File: config.mk
export PLATFORM = sky130hd
export DESIGN_NAME = sfi_issue_queue
export DESIGN_NICKNAME = d
export VERILOG_FILES = /design/src/rtl/sfi_pkg.sv /design/src/rtl/sfi_fifo.sv /design/src/rtl/sfi_issue_queue.sv
export SDC_FILE = /design/constraint.sdc
export NUM_CORES = 1
export LEC_CHECK = 0
export ABC_CLOCK_PERIOD_IN_PS = 3900
export CAP_MARGIN = 20
export CORE_MARGIN = 5
export CORE_UTILIZATION = 49
export CTS_BUF_LIST = sky130_fd_sc_hd__clkbuf_8 sky130_fd_sc_hd__clkbuf_16
export CTS_CLUSTER_SIZE = 30
export DETAILED_ROUTE_END_ITERATION = 10
export GPL_ROUTABILITY_DRIVEN = 0
export GPL_TIMING_DRIVEN = 0
export HOLD_SLACK_MARGIN = 0.15
export PLACE_DENSITY = 0.88
export SLEW_MARGIN = 20
export SYNTH_ARGS = -nofsm -noshare
export SYNTH_HDL_FRONTEND = slang
export SYNTH_SLANG_ARGS = --single-unit
export TNS_END_PERCENT = 5
File: constraint.sdc
create_clock -name clk -period 3.9 [get_ports clk]
set_input_delay 1.17 -clock clk [delete_from_list [all_inputs] [get_ports clk]]
set_output_delay 1.17 -clock clk [all_outputs]
set_load 0.03 [all_outputs]
File: src/rtl/sfi_pkg.sv
// Shared SFI definitions: reject encoding, request field positions and word type.
package sfi_pkg;
  localparam int ADDR_HI = 63;
  localparam int ADDR_LO = 32;
  localparam logic [63:0] SFI_REJECT = 64'h0;

  typedef struct packed {
    logic [ADDR_HI-ADDR_LO:0] addr;
    logic [ADDR_LO-1:0]       data;
  } sfi_req_t;
endpackage

File: src/rtl/sfi_fifo.sv
// Generic pointer FIFO; the pointer MSB is a wrap bit separating full from empty.
module sfi_fifo #(
  parameter int DEPTH = 4,
  parameter int W     = 64,
  parameter int PW    = $clog2(DEPTH) + 1
) (
  input  logic          clk,
  input  logic          rst,
  input  logic          push,
  input  logic [W-1:0]  wdata,
  input  logic          pop,
  output logic [W-1:0]  rdata,
  output logic          full,
  output logic          empty,
  output logic [PW-1:0] level
);
  logic [DEPTH-1:0][W-1:0] mem;
  logic [PW-1:0]           wr_ptr, rd_ptr;

  assign empty = (wr_ptr == rd_ptr);
  assign full  = (wr_ptr[PW-2:0] == rd_ptr[PW-2:0]) && (wr_ptr[PW-1] != rd_ptr[PW-1]);
  assign level = wr_ptr - rd_ptr;
  // Head is masked so nothing stale leaks out while empty.
  assign rdata = empty ? '0 : mem[rd_ptr[PW-2:0]];

  always_ff @(posedge clk or posedge rst) begin
    if (rst) begin
      wr_ptr <= '0;
      rd_ptr <= '0;
    end else begin
      if (push && !full)  wr_ptr <= wr_ptr + 1'b1;
      if (pop  && !empty) rd_ptr <= rd_ptr + 1'b1;
    end
  end

  always_ff @(posedge clk) begin
    if (push && !full) mem[wr_ptr[PW-2:0]] <= wdata;
  end
endmodule

File: src/rtl/sfi_issue_queue.sv
// Issue stage after the SFI filter: drops rejected words as violations, queues the rest.
module sfi_issue_queue
  import sfi_pkg::*;
#(
  parameter int DEPTH = 4,
  parameter int CNT_W = 16
) (
  input  logic                     clk,
  input  logic                     rst,
  input  logic                     in_valid,
  output logic                     in_ready,
  input  logic [63:0]              in_req,
  output logic                     out_valid,
  input  logic                     out_ready,
  output logic [31:0]              out_addr,
  output logic [31:0]              out_data,
  output logic [$clog2(DEPTH):0]   level,
  output logic [CNT_W-1:0]         viol_count,
  output logic                     viol_sticky,
  input  logic                     viol_clr
);
  logic     full, empty, accept, viol, push, pop;
  sfi_req_t head;

  assign in_ready  = !full;
  assign out_valid = !empty;
  assign accept    = in_valid && in_ready;
  assign viol      = accept && (in_req == SFI_REJECT);
  assign push      = accept && !viol;
  assign pop       = out_valid && out_ready;
  assign out_addr  = head.addr;
  assign out_data  = head.data;

  sfi_fifo #(.DEPTH(DEPTH), .W(64)) u_fifo (
    .clk   (clk),
    .rst   (rst),
    .push  (push),
    .wdata (in_req),
    .pop   (pop),
    .rdata (head),
    .full  (full),
    .empty (empty),
    .level (level)
  );

  // Clear takes effect before a same-cycle violation is counted.
  always_ff @(posedge clk or posedge rst) begin
    if (rst) begin
      viol_count  <= '0;
      viol_sticky <= 1'b0;
    end else if (viol_clr) begin
      viol_count  <= viol ? CNT_W'(1) : '0;
      viol_sticky <= viol;
    end else if (viol) begin
      if (viol_count != '1) viol_count <= viol_count + 1'b1;
      viol_sticky <= 1'b1;
    end
  end
endmodule

==> flow_summary.ini, run 1 <==
[run_status]
outcome = completed

[routing]
postRouteAntennaNets = 0
drt_iter0_drc = 376
wl_per_cell_um = 22.18
routed_wirelength_um = 23780
vias = 6088
drt_pass1_iterations = 5
drt-vias-per-instance = 5.679
drc = 0

[cts]
cts_sinks = 279
root_buffer = clkbuf_16
ctsHoldBuffers = 0
tritoncts = done
worst_skew_pair.late_latency_ns = 0.53
clkTransAtPathRegs_ns = 0.06
cts_buffer_depth = 3
cts_made_buffers = 29
h-tree-depth = 1

[critical_path]
cp_cell_sequence = clkdlybuf4s50_1, nor4_1, nand4_1, or4_1, buf_2, clkbuf_1, and3_4, buf_12
path_buf_inv = 4
cp_top_family = simple AND/OR/NAND/NOR gates
cp-end-kind = register
arrival_ns = 4.06
critPathKind = input port to register
cp-start-kind = input port
crit_required_ns = 4.15
critPathMaxFanout = 38
max_stage_delay_ns = 0.51
slowest_stage = or4_1

[logic_synthesis]
synth_top_family_by_area = multiplexers
yosys-top-cells-area = edfxtp_1, mux4_2, dfrtp_1
seq_area_frac_synth = 0.7424
post_synth_xor_area_fraction = 0.004721
synth_nets = 654
ys_ff_latch = 279
synth_warnings = 0
yosys-top-cells-count = edfxtp_1, and2_1, mux4_2, dfrtp_1, clkbuf_1
synthArstFlopShare = 0.08244
syn_avg_cell_area_sq_um = 19.32
synth_compound_area_frac = 0.01776
synthesis.area_sq_um = 11130
synthMuxAreaShare = 0.1315
synth_edf_count = 256
synth_fa_ha_area_frac = 0.01079
synthSimpleGateAreaFrac = 0.07869
synth.most_common_cell = edfxtp_1
syn_inst = 576
ys_types = 36
yosys_most_used_dff = edfxtp_1
yosysTopAreaCell = edfxtp_1
synth_top_area_frac = 0.6906

[timing]
report.final.slew_viol_count = 0
tightest_slew_ns = 0.9271
setup_slack_ns = 0.08765
setup_viol = 0
clock_skew_ns = 0.007682
rsz0062_at_grt = no
post-route-period-util = 0.9775
hold_slack_ns = 0.4848
finalHoldViolations = 0
max_freq_mhz = 262.3
maxSlewHeadroom = 0.3813
period_needed_ns = 3.812

[run]
cap_violations = 0

[floorplan]
std_cell_rows = 55
die_w_um = 160.7
dieArea_sq_um = 25830
die_h_um = 160.7
core-area_sq_um = 22500
pin_count = 155
start_util = 0.4946

[global_route]
grt_pass1_vias = 6514
track_usage = 0.1847
grt_max_degree = 41
grt_first_pass_wirelength_um = 37230
antenna_found_initial = 1
overflow = 0

[pwr]
peakVddDrop_v = 0.0008899
p_per_area_nw_per_um2 = 880.6
leakagePower_nw = 4.789

[place]
dp_hpwl_um = 15380
post-place-ws_ns = -1.494
numPortBuffers = 153

[layout]
n_antenna_cell = 0
drive_gt1_frac = 0.2351
nets = 843
syn2layout_area_growth_pct = 27.71

[worst_hold_path]
min_path_type = register to register
state kept, by name (all words and copies together), names as in the netlist:
| register | cells |
|---|---|
| viol_count | 16 |
| u_fifo.wr_ptr | 3 |
| u_fifo.rd_ptr | 3 |
| u_fifo.mem | 256 |
| viol_sticky | 1 |
power breakdown:
part | internal (W) | switching [W]
registers | 0.00397 | 0.000144
logic | 0.00220 | 0.00328
clock network | 0.00183 | 0.00109
total | 0.00801 | 0.00451
worst paths after layout:
path                       cells after the start        startpoint          endpoint  slack (ns)
max                                            8        in_req[56]    u_fifo.mem[69]        0.09
min                                            1  u_fifo.wr_ptr[2]  u_fifo.wr_ptr[2]        0.48
max reg2reg                                    9  u_fifo.rd_ptr[1]    u_fifo.mem[69]        0.77
min reg2reg                                    1  u_fifo.wr_ptr[2]  u_fifo.wr_ptr[2]        0.48
max in group asynchronous                      2               rst  u_fifo.rd_ptr[1]        2.12
min in group asynchronous                      2               rst     viol_count[5]        1.15
metrics by stage:
stage,power [W],utilization,TNS [ns],area [sq um],instances
global route,0.01311,0.6317,0,14210,1072
detailed placement,0.01000,0.5840,-192.28,13140,1018
CTS,0.01266,0.6304,-0.4345,14190,1072
finish,0.01252,0.6317,0,14210,1072
global placement,0.009856,0.5786,-440.41,13020,1014
floorplan,0.007693,-,-5.655,11130,576
repair_timing:
action / 4_1_cts / 5_1_grt
buffers inserted: 1 / 0
pin swaps: 0 / 2
resized for setup: 216 / 21
endpoints found under the setup margin: 183 / 160
per-layer routing:
metal | part of all wire | global-route usage | routed length [um] | up-vias
met5 | 0.00046 | 0 | 11 | -
met4 | 0.024 | 0.04420 | 564 | 2
met3 | 0.074 | 0.04645 | 1764 | 53
met2 | 0.50 | 0.3078 | 11940 | 229
met1 | 0.40 | 0.2485 | 9494 | 3074
li1 | - | - | - | 2730
layout make-up:
| type | count | area, sq um |
|---|---|---|
| multi-input combinational | 258 | 2764 |
| buffer | 30 | 195.2 |
| tap | 285 | 356.6 |
| fill | 1526 | 8288 |
| sequential | 279 | 8264 |
| clock inverter | 23 | 287.8 |
| clock buffer | 30 | 739.5 |
| timing repair buffer | 158 | 1574 |
| inverter | 9 | 33.78 |
worst register-to-register path, cell delays in order, from the launching register on:
cell	delay, ns
dfrtp_2	0.39
clkbuf_8	0.20
buf_6	0.18
inv_1	0.05
ha_1	0.33
nand2_1	0.10
o21a_1	0.24
clkbuf_1	0.42
and3_4	0.56
buf_12	0.30
cells in the final DEF, fill, tap and decap left out, drive strengths merged, types with 2 or more instances in the layout:
master / instances
clkinv: 11
o21ai: 7
nor3: 3
mux4: 64
and3: 6
and2: 65
clkdlybuf4s15: 30
clkbuf: 52
or4: 10
nor4: 18
or3: 4
a21oi: 13
clkdlybuf4s50: 87
bufinv: 7
edfxtp: 256
mux2: 2
dlygate4sd2: 18
inv: 14
xnor2: 5
nor2: 3
ha: 8
o31ai: 8
nand2: 7
dfrtp: 23
nand3: 10
nand4: 13
buf: 29
cell families after synthesis:
group | after synthesis
AOI/OAI and AO/OA | 33
xor gates and xnor gates | 6
adders and majority gates | 9
buffers and inverters | 39
DFF | 279
muxes | 66
and+or+nand+nor | 144
Note: power is estimated with default switching activity, not from simulation.
==> run 2: changes to the inputs <==
REMOVE_ABC_BUFFERS = 1   (was not set)
==> run 2 against run 1 <==
  * Wire length is 0.49% lower
  * Die area stayed put
  * Flip-flop and latch count stayed put
  * Setup slack better by 0.089 ns
  * Combinational power is 2% higher
  * Global-route usage is 0.24 points lower
  * Critical path type unchanged
  * Highest routed layer is now met4
==> flow_summary.ini, run 2 (synthesis gave the netlist of run 1 again) <==
[routing]
postRouteAntennaNets = 0
drc = 0
routed_wirelength_um = 23660
drt_iter0_drc = 364
drt_pass1_iterations = 5
wl_per_cell_um = 22.51
drt-vias-per-instance = 5.657
vias = 5945

[cts]
clkTransAtPathRegs_ns = 0.06
cts_buffer_depth = 3
tritoncts = done
worst_skew_pair.late_latency_ns = 0.52
ctsHoldBuffers = 0
root_buffer = clkbuf_16
h-tree-depth = 1
cts_made_buffers = 28
cts_sinks = 279

[timing]
setup_viol = 0
tightest_slew_ns = 0.9015
post-route-period-util = 0.9546
rsz0062_at_grt = no
max_freq_mhz = 268.6
maxSlewHeadroom = 0.3983
finalHoldViolations = 0
report.final.slew_viol_count = 0
setup_slack_ns = 0.1770
period_needed_ns = 3.723
clock_skew_ns = 0.008090

[critical_path]
slowest_stage = or4_4
critPathKind = input port to register
arrival_ns = 4.12
cp-end-kind = register
timing.rr.start = u_fifo.rd_ptr[0]
crit_required_ns = 4.29
path_depth = 7
cp-start-kind = input port
reg2reg_slack_ns = 0.96
critPathMaxFanout = 45
max_stage_delay_ns = 0.77
cp_top_family = simple AND/OR/NAND/NOR gates
reg2reg_to = viol_count[8]
cp_cell_sequence = clkdlybuf4s50_1, nor4_1, nand4_1, or4_4, and3_4, buf_16, xor2_1
path_buf_inv = 2
reg2reg_depth = 7

[floorplan]
start_util = 0.4946
core-area_sq_um = 22500
pin_count = 155
die_w_um = 160.7
std_cell_rows = 55
dieArea_sq_um = 25830
die_h_um = 160.7

[layout]
drive_gt1_frac = 0.1841
largest_register_ffs = 256
syn2layout_area_growth_pct = 28.11
final_cell_mix = edfxtp_1, clkdlybuf4s50_1, and2_1
nets = 822
n_antenna_cell = 0
final_common_cell = edfxtp_1
fin_util = 0.6337

[place]
dp_hpwl_um = 14490
post-place-ws_ns = -0.8266
numPortBuffers = 154

[global_route]
grt_max_degree = 47
track_usage = 0.1823
grt_pass1_vias = 6456
overflow = 0
grt_first_pass_wirelength_um = 36910
antenna_found_initial = 0

[run]
cap_violations = 0

[worst_hold_path]
hold_end = u_fifo.wr_ptr[2]
holdCritStartpoint = u_fifo.wr_ptr[2]
whs_path_depth = 1
min_path_type = register to register

[pwr]
peakVddDrop_v = 0.0005366
p_per_area_nw_per_um2 = 884.5
leakagePower_nw = 4.934

[run_status]
outcome = completed
==> run 2: how the worst max path moves through the flow <==
stage | from | endpoint | slack, ns
floorplan | u_fifo.rd_ptr[0] | out_addr[0] | -1.82
global placement | u_fifo.rd_ptr[0] | out_addr[24] | -4.61
finish | in_req[13] | u_fifo.wr_ptr[2] | 0.18
global route | in_req[4] | u_fifo.wr_ptr[2] | 0.07
CTS | u_fifo.rd_ptr[0] | out_addr[7] | -0.12
detailed placement | in_req[4] | u_fifo.wr_ptr[2] | -0.83
==> run 2: metal layers <==
layer  wire, um  global-route usage  part of all wire
met1       9785              0.2447              0.41
met2      11980              0.3125              0.51
met3       1487             0.03746             0.063
met4        410             0.03994             0.017
met5          0                   0                 0
==> run 2: worst reg2reg max path, delay by kind of cell, from the launching register on <==
kind                     cells  cell delay [ns]
AO/OA/AOI/OAI                2             0.65
adder cells (fa/ha/maj)      1             0.34
buffers and inverters        1             0.20
flip-flops                   1             0.50
AND/OR/NAND/NOR              3             1.15
==> run 2: layout make-up <==
type / count / area, sq um
Sequential cell: 279 / 8270
Fill cell: 1584 / 8243
Multi-Input combinational cell: 259 / 2790
Timing Repair Buffer: 167 / 1784
Clock buffer: 29 / 725.7
Tap cell: 285 / 356.6
Clock inverter: 23 / 299.0
Inverter: 9 / 33.78
==> run 2: metrics by stage <==
step                power (W)  instances  hold WS (ns)  instance area, sq um  TNS (ns)
CTS                   0.01276       1051        0.5362                 14200    -1.433
detailed placement    0.01005        993        0.4923                 13150   -193.19
floorplan            0.007726        546        0.4617                 11010   -564.54
global placement     0.009959        985        0.4761                 12900  -1387.92
finish                0.01261       1051        0.5372                 14260         0
global route          0.01320       1051        0.5628                 14260         0
==> run 2: power breakdown <==
group          switching (W)  internal (W)
combinational        0.00334       0.00225
sequential          0.000150       0.00398
clock                0.00108       0.00182
total                0.00457       0.00804
==> run 2: repair_timing <==
| item | 4_1_cts | 5_1_grt |
|---|---|---|
| pin swaps | 1 | 0 |
| gates cloned | 1 | 0 |
| setup buffers | 5 | 0 |
| endpoints found under the setup margin | 336 | 191 |
| endpoints found under the hold margin | 0 | 0 |
| resized for setup | 56 | 18 |
